<file path="src/rtl/rv32i_fetch_stage.sv">
// RV32I instruction-fetch stage: owns the PC, drives the imem req/valid handshake and
// fills the fetch/decode register, honouring stall, branch/JAL/JALR redirects and fetch_jump squashes.
module rv32i_fetch_stage #(
  parameter logic [31:0] RESET_PC  = 32'h0000_0000,
  parameter logic [31:0] NOP_INSTR = 32'h0000_0013
) (
  input  logic        clk_i,
  input  logic        resetn_i,
  input  logic [2:0]  pc_next_sel_i,
  input  logic        stall_i,
  input  logic        fetch_jump_i,
  input  logic [31:0] branch_target_i,
  input  logic [31:0] jal_target_i,
  input  logic [31:0] jalr_target_i,
  output logic        imem_req_o,
  output logic [31:0] imem_addr_o,
  input  logic [31:0] imem_rdata_i,
  input  logic        imem_valid_i,
  output logic [31:0] instruction_o,
  output logic [31:0] pc_dec_o
);

  localparam logic [2:0] SEL_PC_PLUS_4 = 3'd0;
  localparam logic [2:0] SEL_PC_BRANCH = 3'd1;
  localparam logic [2:0] SEL_PC_JAL    = 3'd2;
  localparam logic [2:0] SEL_PC_JALR   = 3'd3;

  typedef enum logic [1:0] {
    BOOT    = 2'd0,
    REQ     = 2'd1,
    HOLD    = 2'd2,
    DISCARD = 2'd3
  } state_t;

  state_t      state;
  logic [31:0] pc_r;
  logic [31:0] pend_pc;
  logic [31:0] hold_r;
  logic        req_r;

  logic        br;
  logic        jmp;
  logic        redirect;
  logic        seq_sel;
  logic [31:0] target;
  logic [31:0] pc_plus_4;

  // A branch always wins, even over a stall; jumps are only honoured when decode is not stalled.
  always_comb begin
    seq_sel   = (pc_next_sel_i == SEL_PC_PLUS_4);
    br        = (pc_next_sel_i == SEL_PC_BRANCH);
    jmp       = !stall_i && (pc_next_sel_i == SEL_PC_JAL || pc_next_sel_i == SEL_PC_JALR
                             || fetch_jump_i);
    redirect  = br || jmp;
    target    = br                              ? branch_target_i :
                (pc_next_sel_i == SEL_PC_JALR)  ? jalr_target_i   : jal_target_i;
    pc_plus_4 = pc_r + 32'd4;
  end

  assign imem_addr_o = pc_r;
  assign imem_req_o  = req_r;

  // NOTE: all state uses non-blocking assignments so every register samples pre-edge values.
  always_ff @(posedge clk_i) begin
    if (!resetn_i) begin
      state         <= BOOT;
      req_r         <= 1'b0;
      pc_r          <= RESET_PC;
      pend_pc       <= '0;
      hold_r        <= '0;
      instruction_o <= NOP_INSTR;
      pc_dec_o      <= RESET_PC;
    end else begin
      unique case (state)
        BOOT: begin
          state <= REQ;
          req_r <= 1'b1;
        end

        REQ: begin
          if (redirect) begin
            instruction_o <= NOP_INSTR;
            if (imem_valid_i) begin
              pc_r <= target;
            end else begin
              // The outstanding request must complete at its old address before moving on.
              pend_pc <= target;
              state   <= DISCARD;
            end
          end else if (stall_i) begin
            if (imem_valid_i) begin
              hold_r <= imem_rdata_i;
              state  <= HOLD;
              req_r  <= 1'b0;
            end
          end else if (imem_valid_i) begin
            instruction_o <= imem_rdata_i;
            pc_dec_o      <= pc_r;
            pc_r          <= pc_plus_4;
          end else begin
            instruction_o <= NOP_INSTR;
          end
        end

        HOLD: begin
          if (redirect) begin
            instruction_o <= NOP_INSTR;
            pc_r          <= target;
            state         <= REQ;
            req_r         <= 1'b1;
          end else if (!stall_i) begin
            instruction_o <= hold_r;
            pc_dec_o      <= pc_r;
            pc_r          <= pc_plus_4;
            state         <= REQ;
            req_r         <= 1'b1;
          end
        end

        DISCARD: begin
          instruction_o <= NOP_INSTR;
          if (redirect) begin
            pend_pc <= target;
          end
          if (imem_valid_i) begin
            pc_r  <= redirect ? target : pend_pc;
            state <= REQ;
          end
        end

        default: begin
          state <= BOOT;
          req_r <= 1'b0;
        end
      endcase
    end
  end

  // Select code 3'd0 is the sequential default; it needs no explicit handling above.
  logic unused_ok;
  assign unused_ok = seq_sel;

endmodule

</file>
<file path="config.mk">
export PLATFORM = sky130hd
export DESIGN_NAME = rv32i_fetch_stage
export DESIGN_NICKNAME = d
export VERILOG_FILES = /design/src/rtl/rv32i_fetch_stage.sv
export SDC_FILE = /design/constraint.sdc
export NUM_CORES = 1
export LEC_CHECK = 0
export CORE_UTILIZATION = 52
export DETAILED_ROUTE_END_ITERATION = 12
export GPL_TIMING_DRIVEN = 0
export PLACE_DENSITY = 0.86
export SETUP_SLACK_MARGIN = 0.3
export SYNTH_ARGS = -nofsm -noshare
export SYNTH_HDL_FRONTEND = slang
export SYNTH_SLANG_ARGS = --single-unit
</file>
<file path="constraint.sdc">
create_clock -name clk_i -period 4.6 [get_ports clk_i]
set_clock_uncertainty 0.15 [all_clocks]
set_input_delay 0.92 -clock clk_i [delete_from_list [all_inputs] [get_ports clk_i]]
set_output_delay 0.92 -clock clk_i [all_outputs]
set_load 0.01 [all_outputs]
</file>
==> results.txt, run 1 <==
----------------------------------------------------
[Outcome]
  Status ... finished, final reports clean

[CTS]
  Total of cells resized after clock tree synthesis ... 0
  Library cell used as clock root buffer ... sky130_fd_sc_hd__clkbuf_16
  Clock-pin slew on the worst setup and hold paths ... 60 ps
  Hold_buf cts ... 0
  Total CTS buffers ... 17
  Clock tree from TritonCTS ... done
  H-tree depth ... 4
  Post-CTS Repair Setup Buffers ... 0
  Worst-skew pair later-pin latency ... 440 ps
  Buffers from clock root to sink, at most ... 2
  Clock Sink Count ... approximately 160

[Critical path]
  Reg-to-reg startpoint ... state[0]
  Most frequent cell on the critical path ... sky130_fd_sc_hd__a21oi_1
  Critical-path maximum fanout ... 10
  FF-to-FF path depth ... 7
  Highest cell delay on the worst timing path ... between 900 and 1000 ps
  Cell with the largest stage delay on the worst path ... sky130_fd_sc_hd__nor3_1
  End of the worst register-to-register path ... imem_addr_o[25]
  Series of cell instances along the critical path ... clkdlybuf4s50_1 -> a21oi_1 -> nor3_1 -> clkbuf_1 -> a21oi_1 -> o211a_1
  Setup crit start ... stall_i
  Arrival time of data at the critical path endpoint ... 3530 ps
  Worst-case register-to-register setup slack ... around 1700 ps
  Critical path start-end classification ... input pin to flip-flop
  Setup crit start kind ... input pin
  CP endpoint kind ... flip-flop
  Crit path capture ... imem_addr_o[25]
  Worst EP required ... between 4000 and 5000 ps

[Synthesis]
  Number of synthesized flops with an enable pin ... 0
  Mean Syn Cell Area ... roughly 8 um^2
  Area of the mapped netlist ... around 8000 um^2
  Most common flop cell mapped by yosys ... sky130_fd_sc_hd__dfxtp_1
  Synthesized net count ... between 1000 and 1500
  Mapped Cells ... 1026
  Proportion of register bits with asynchronous set or reset after synthesis ... 0%
  Synth unique cells ... 65
  Seq/Total Area, Yosys ... 39.6%
  Yosys synthesis warning count ... 0
  Number of flip-flops and latches in the synthesized netlist ... approximately 160

[Finish]
  Share of post-route cells with drive strength above 1 ... a little under 5%
  Number of nets at the end of the flow ... roughly 1400
  Layout Area Growth over Synthesis ... 38.3%
  Final non-filler cell total ... around 1500
  FILL cells ... approximately 1200
  Diode count ... 0

[GRT]
  Number of antenna violations at the first check in global routing ... 0
  GRT Resource Usage Total ... around a third
  Maximum number of pins on one net before global-route repair ... 17
  Met1 demand-to-capacity share in global routing ... roughly 40%
  Met2 Use GR ... 59.9%
  Remaining Overflow, GRT ... 0
  Vias in the first global route ... 8696
  Layer carrying the most global-route usage ... met2
  First-pass GRT wire length ... about 44000 um
  Global routing usage on met3 ... between 8 and 9%

[STA]
  Worst-margin pin slew ... around 1100 ps
  Unrepaired setup endpoints after global routing ... no
  Worst relative slew slack ... 25.1%
  Post-layout min period ... between 3000 and 4000 ps
  Number of pins exceeding their max-slew limit in the final report ... 0
  Maximum clock rate ... about 300 MHz
  Number of hold-slack violations in the final timing report ... 0
  Setup TNS ... 0 ps
  Finish-stage setup viols ... 0
  Final period util ... between 70% and 80%

[Place]
  Detailed Place HPWL ... approximately 21000 um
  Number of instances in the placed design ... about 1500
  # port buffers ... 230
  RD Place Congestion ... between 0.9 and 1

[Pwr]
  Maximum vdd drop ... 0.269 mV
  Lkg Pwr ... about 4.1 nW
  Power density over the cells ... slightly above 300 nW/um^2
  Total power ... between 3 and 4 mW

[Route]
  DRT iter0 DRCs ... 940
  Length of the first detailed-routing pass in iterations ... 6
  Avg Vias per Cell ... between 5 and 6
  Wire length per cell ... approximately 19 um
  DRC Markers ... 0
  Antenna viol nets, final ... 0
  Total vias in the final route ... roughly 8900
  Total detailed-routing wirelength ... 28300 um

[Min path]
  Class of the most critical hold timing path ... flip-flop to flip-flop

[Floorplanning]
  Standard-cell rows ... 45
  Full die area ... 16400 um^2
  I/O Pins ... about 230
  Area inside the core boundary ... roughly 15000 um^2
  Initial core utilization ... a little over half
  Vertical die dimension ... roughly 130 um
  Die Width ... 128 um

[Job]
  Count of maximum capacitance violations ... 0

----------------------------------------------------
## worst min-delay path by stage
stage | endpoint | slack, ps | from | depth (start not counted)
floorplan | pend_pc[12] | 290 | pend_pc[12] | 2
global placement | hold_r[24] | 300 | hold_r[24] | 2
detailed placement | pend_pc[9] | 310 | pend_pc[9] | 2
CTS | pend_pc[9] | 320 | pend_pc[9] | 2
global route | pend_pc[2] | 340 | pend_pc[2] | 2
finish | hold_r[27] | 310 | hold_r[27] | 2
## sequential cells by signal (all words and copies together) (netlist names)
signal         cells
hold_r            32
imem_addr_o       32
imem_req_o         1
instruction_o     32
pc_dec_o          32
pend_pc           32
state              2
## metal layers
| layer | routed length, um | vias to the layer above |
|---|---|---|
| met1 | 10300 | 4148 |
| met5 | 0 | - |
| met2 | 13900 | 524 |
| met3 | 2690 | 121 |
| li1 | - | 4152 |
| met4 | 1390 | 0 |
## metrics by stage
stage	hold slack (ps)	instance area (um^2)	util (%)	setup WS, ps
after floorplan	289	8240	-	1800
after global placement	300	10800	70.6	946
after detailed placement	307	10800	70.6	971
after CTS	316	11400	74.4	1420
after global routing	342	11400	74.4	1150
final	315	11400	74.4	1250
## cell families (layout without fill, tap and decap cells)
family / after synthesis / in the layout / synth area share (%)
flops: 163 / 163 / 39.6
compound gates: 347 / 347 / 29.5
simple gates: 383 / 383 / 21.3
xor+xnor: 2 / 2 / 0.213
mux: 37 / 37 / 4.52
buf+inv: 93 / 355 / 4.72
fa+ha+maj: 1 / 1 / 0.152
## power breakdown
group	switching (mW)	internal, mW
registers	0.0537	1.46
clock network	0.574	0.854
logic	0.318	0.281
## synthesized netlist by cell type, types with 2 or more instances
cell type / instances / area share, %
sky130_fd_sc_hd__nand2_1: 231 / 11
sky130_fd_sc_hd__dfxtp_1: 163 / 40
sky130_fd_sc_hd__a21boi_0: 97 / 8.8
sky130_fd_sc_hd__o21ai_0: 79 / 4.8
sky130_fd_sc_hd__clkbuf_1: 67 / 3.1
sky130_fd_sc_hd__mux2i_1: 35 / 4.3
sky130_fd_sc_hd__nor2_1: 33 / 1.5
sky130_fd_sc_hd__nor2b_1: 33 / 2.5
sky130_fd_sc_hd__a22oi_1: 30 / 2.7
sky130_fd_sc_hd__a22o_1: 29 / 3.1
sky130_fd_sc_hd__a21oi_1: 26 / 1.6
sky130_fd_sc_hd__buf_2: 15 / 0.91
sky130_fd_sc_hd__nand3_1: 14 / 0.85
sky130_fd_sc_hd__nor3_1: 13 / 0.79
sky130_fd_sc_hd__nand4_1: 12 / 0.91
sky130_fd_sc_hd__o211ai_1: 11 / 1.0
sky130_fd_sc_hd__o22ai_1: 11 / 0.83
sky130_fd_sc_hd__and2_1: 10 / 0.76
sky130_fd_sc_hd__and3_1: 9 / 0.68
sky130_fd_sc_hd__a21boi_1: 8 / 0.73
sky130_fd_sc_hd__o21a_1: 8 / 0.73
sky130_fd_sc_hd__o311ai_0: 7 / 0.74
sky130_fd_sc_hd__nand2b_1: 6 / 0.46
sky130_fd_sc_hd__o211a_1: 6 / 0.73
sky130_fd_sc_hd__and4_1: 5 / 0.53
sky130_fd_sc_hd__a221o_1: 4 / 0.49
sky130_fd_sc_hd__inv_1: 4 / 0.18
sky130_fd_sc_hd__nor4_1: 4 / 0.30
sky130_fd_sc_hd__a21o_1: 3 / 0.27
sky130_fd_sc_hd__o2bb2ai_1: 3 / 0.32
sky130_fd_sc_hd__o31ai_1: 3 / 0.27
sky130_fd_sc_hd__a211oi_1: 2 / 0.18
sky130_fd_sc_hd__a21oi_2: 2 / 0.21
sky130_fd_sc_hd__a311oi_1: 2 / 0.21
sky130_fd_sc_hd__buf_1: 2 / 0.091
sky130_fd_sc_hd__buf_6: 2 / 0.27
sky130_fd_sc_hd__clkbuf_2: 2 / 0.12
sky130_fd_sc_hd__mux2_2: 2 / 0.27
sky130_fd_sc_hd__o21ai_1: 2 / 0.12
sky130_fd_sc_hd__o221ai_1: 2 / 0.21
sky130_fd_sc_hd__o31a_1: 2 / 0.21
sky130_fd_sc_hd__or3_1: 2 / 0.15
sky130_fd_sc_hd__or4_1: 2 / 0.18
sky130_fd_sc_hd__xnor2_1: 2 / 0.21
## final cells by class
type | instances | area, um^2 | share of cell area, %
Multi-Input combinational cell | 770 | 4590 | 40.3
Inverter | 4 | 15.0 | 0.132
Clock inverter | 8 | 100 | 0.878
Clock buffer | 24 | 492 | 4.31
Sequential cell | 163 | 3260 | 28.6
Buffer | 89 | 374 | 3.28
Tap cell | 211 | 264 | 2.32
Timing Repair Buffer | 230 | 2300 | 20.2
## worst max-delay path: cells and delay by family
| family | cells | cell delay [ps] |
|---|---|---|
| and+or+nand+nor | 1 | 910 |
| AOI/OAI and AO/OA | 3 | 530 |
| buffers and inverters | 2 | 1160 |
## placed cells by master (no fill, tap or decap), types with 12 or more instances in the layout
cell type                           n
sky130_fd_sc_hd__mux2i_1           35
sky130_fd_sc_hd__a22oi_1           30
sky130_fd_sc_hd__nor2b_1           33
sky130_fd_sc_hd__nand3_1           14
sky130_fd_sc_hd__nand4_1           12
sky130_fd_sc_hd__a21oi_1           26
sky130_fd_sc_hd__a22o_1            29
sky130_fd_sc_hd__o21ai_0           79
sky130_fd_sc_hd__buf_2             15
sky130_fd_sc_hd__nand2_1          231
sky130_fd_sc_hd__clkbuf_1          70
sky130_fd_sc_hd__dfxtp_1          163
sky130_fd_sc_hd__nor3_1            13
sky130_fd_sc_hd__a21boi_0          97
sky130_fd_sc_hd__clkdlybuf4s50_1  230
sky130_fd_sc_hd__clkbuf_16         17
sky130_fd_sc_hd__nor2_1            33
Note: power is estimated with default switching activity, not from simulation.
==> inputs of run 2 (changes only) <==
CORE_UTILIZATION = 48   (was 52)
PLACE_DENSITY = 0.8   (was 0.86)
clock period = 3.2 ns   (was 4.6 ns; I/O delays follow)
==> results.txt, run 2 (same netlist as run 1, synthesis figures left out) <==
----------------------------------------------------
[CTS]
  Buffers from clock root to sink, at most ... 2 (unchanged)
  H-tree depth ... 4 (unchanged)
  Post-CTS Repair Setup Buffers ... 0 (unchanged)
  Library cell used as clock root buffer ... sky130_fd_sc_hd__clkbuf_16 (unchanged)
  Hold_buf cts ... 0 (unchanged)
  Worst-skew pair later-pin latency ... 430 ps (was 440 ps)
  Total CTS buffers ... 17 (unchanged)
  Clock Sink Count ... 163 (unchanged)
  Clock tree from TritonCTS ... done (unchanged)
  Clock-pin slew on the worst setup and hold paths ... 60 ps (about the same)

[Min path]
  Worst Hold Endpoint ... hold_r[20] (was hold_r[27])
  Cell count of the worst hold path ... 2 (unchanged)
  Class of the most critical hold timing path ... flip-flop to flip-flop (unchanged)
  Hold path startpoint ... hold_r[20] (was hold_r[27])

[STA]
  Final period util ... between 80 and 90%
  Maximum clock rate ... roughly 350 MHz
  Finish-stage setup viols ... 0 (unchanged)
  Number of hold-slack violations in the final timing report ... 0 (unchanged)
  Minimum hold slack ... 314 ps (was 315 ps)
  Setup slack after layout ... 365 ps (was 1250 ps)
  Worst relative slew slack ... 43.8% (was 25.1%)
  Worst-margin pin slew ... 835 ps (was 1110 ps)
  Unrepaired setup endpoints after global routing ... no (unchanged)
  Post-layout min period ... roughly 2800 ps
  Setup TNS ... 0 ps (unchanged)
  Number of pins exceeding their max-slew limit in the final report ... 0 (unchanged)

[GRT]
  First-pass GRT wire length ... 44200 um (about the same)
  Number of antenna violations at the first check in global routing ... 0 (unchanged)
  Maximum number of pins on one net before global-route repair ... 17 (unchanged)
  Remaining Overflow, GRT ... 0 (unchanged)
  Vias in the first global route ... 8555 (was 8696)
  GRT Resource Usage Total ... 32.0% (was 35.0%)

[Critical path]
  Worst-case register-to-register setup slack ... 490 ps (was 1670 ps)
  End of the worst register-to-register path ... imem_addr_o[28] (was imem_addr_o[25])
  Series of cell instances along the critical path ... clkdlybuf4s50_1 -> nand2b_1 -> nor2_1 -> or2_2 -> buf_2 -> clkbuf_2 -> nor3_1 -> o21ai_0 -> o211a_1 (was clkdlybuf4s50_1 -> a21oi_1 -> nor3_1 -> clkbuf_1 -> a21oi_1 -> o211a_1)
  CP endpoint kind ... flip-flop (unchanged)
  Highest cell delay on the worst timing path ... 420 ps (was 910 ps)
  Cell with the largest stage delay on the worst path ... sky130_fd_sc_hd__clkdlybuf4s50_1 (was sky130_fd_sc_hd__nor3_1)
  Arrival time of data at the critical path endpoint ... 3060 ps (was 3530 ps)
  FF-to-FF path depth ... 6 (was 7)
  Worst EP required ... 3430 ps (was 4780 ps)
  Critical-path maximum fanout ... 10 (unchanged)
  Setup crit start kind ... input pin (unchanged)
  Critical path start-end classification ... input pin to flip-flop (unchanged)
  Reg-to-reg startpoint ... imem_addr_o[2] (was state[0])

[Place]
  Detailed Place HPWL ... 20700 um (was 20900 um)
  # port buffers ... 230 (unchanged)
  RD Place Congestion ... 0.952 (was 0.939)
  DP Worst Slack ... -199 ps (was 971 ps)
  Number of instances in the placed design ... 1476 (was 1467)

[Pwr]
  Total power ... 5.24 mW (was 3.54 mW)
  Switching power ... 1.39 mW (was 946 uW)
  Reg power frac ... 41.6% (was 42.8%)
  Share of total power in combinational logic ... 16.5% (was 16.9%)
  Lkg Pwr ... 4.12 nW (was 4.06 nW)
  Clock Power Share ... 42.0% (was 40.3%)
  Maximum vdd drop ... 0.377 mV (was 0.269 mV)
  Internal portion of total power ... 3.85 mW (was 2.60 mW)
  Switching Fraction ... 26.6% (was 26.7%)
  Power density over the cells ... 456 nW/um^2 (was 311 nW/um^2)

[Route]
  Avg Vias per Cell ... 5.82 (was 5.97)
  DRT iter0 DRCs ... 697 (was 940)
  Total vias in the final route ... 8776 (was 8945)
  Total detailed-routing wirelength ... 28100 um (was 28300 um)
  Wire length per cell ... 18.6 um (was 18.9 um)
  Length of the first detailed-routing pass in iterations ... 5 (was 6)
  DRC Markers ... 0 (unchanged)
  Antenna viol nets, final ... 0 (unchanged)

[Floorplanning]
  Vertical die dimension ... 133 um (was 128 um)
  Full die area ... 17700 um^2 (was 16400 um^2)
  Initial core utilization ... 49.4% (was 53.8%)
  Standard-cell rows ... 47 (was 45)
  Area inside the core boundary ... 16700 um^2 (was 15300 um^2)
  Die Width ... 133 um (was 128 um)
  I/O Pins ... 233 (unchanged)

[Job]
  Count of maximum capacitance violations ... 0 (unchanged)

[Finish]
  Leading cell type in the layout, fill and taps excluded ... sky130_fd_sc_hd__nand2_1 (unchanged)
  Highest-count cells in the layout ignoring fill and taps ... 231 x sky130_fd_sc_hd__nand2_1, 230 x sky130_fd_sc_hd__clkdlybuf4s50_1, 163 x sky130_fd_sc_hd__dfxtp_1 (unchanged)
  Share of post-route cells with drive strength above 1 ... 5.98% (was 4.89%)
  Final non-filler cell total ... 1508 (was 1499)
  Layout Area Growth over Synthesis ... 39.3% (was 38.3%)
  Diode count ... 0 (unchanged)
  Number of nets at the end of the flow ... 1412 (unchanged)

[Outcome]
  Status ... finished, final reports clean (unchanged)

----------------------------------------------------
## run 2: cell count changes in the layout (fill, tap and decap cells not counted), moves of 3 or more
cell                         change
sky130_fd_sc_hd__clkbuf_1       -10
sky130_fd_sc_hd__clkbuf_2        +8
sky130_fd_sc_hd__clkinv_4        +4
sky130_fd_sc_hd__clkinvlp_4      -3
## run 2: worst max-delay path by stage
| stage | start | to | cells past startpoint | slack [ps] |
|---|---|---|---|---|
| floorplan | pc_next_sel_i[1] | imem_addr_o[27] | 8 | 680 |
| global placement | stall_i | imem_addr_o[25] | 6 | -210 |
| detailed placement | stall_i | imem_addr_o[25] | 6 | -200 |
| CTS | pc_next_sel_i[2] | imem_addr_o[3] | 8 | 300 |
| global route | pc_next_sel_i[2] | imem_addr_o[1] | 9 | 310 |
| finish | pc_next_sel_i[2] | imem_addr_o[1] | 9 | 360 |
## run 2: timing repair
item	in CTS	in global routing
cloned	0	0
endpoints found under the setup margin	3	39
hold endpoints to repair	0	0
gates resized for setup	3	15
pin swaps	0	0
## run 2: final cells by class
type	count	area, um^2
plain buffers	89	384
clock buffers	22	494
clock inverters	10	146
fillers	1397	5220
inverters	4	15.0
multi-input cells	770	4600
flip-flops and latches	163	3260
well taps	220	275
repair buffers	230	2300
## run 2: stage by stage
step / instance area (um^2) / util [%]
2_1_floorplan: 8240 / -
3_3_place_gp: 10800 / 64.8
3_5_place_dp: 10800 / 64.8
4_1_cts: 11500 / 68.7
5_1_grt: 11500 / 68.8
6_report: 11500 / 68.8
## run 2: power by group through the flow
stage | registers [mW] | logic [mW] | clock network [mW]
after floorplan | 2.21 | 0.417 | 0
after global placement | 2.22 | 0.832 | 0
after detailed placement | 2.22 | 0.844 | 0
after CTS | 2.17 | 0.851 | 2.20
after global routing | 2.18 | 0.926 | 2.30
final | 2.18 | 0.863 | 2.20
## run 2: routing by layer
layer	global-route usage, %	part of all wire, %	vias to the layer above	wire length, um
met5	0	0	-	0
met4	16.0	4.0	0	1140
met3	6.48	7.7	97	2160
met2	55.2	49	391	13800
met1	37.5	39	4141	11000
li1	-	-	4147	-
## run 2: worst max-delay path, delay by kind of cell
| family | cells | cell delay, ps |
|---|---|---|
| AO/OA/AOI/OAI | 2 | 610 |
| buffers and inverters | 3 | 1030 |
| AND/OR/NAND/NOR | 4 | 770 |
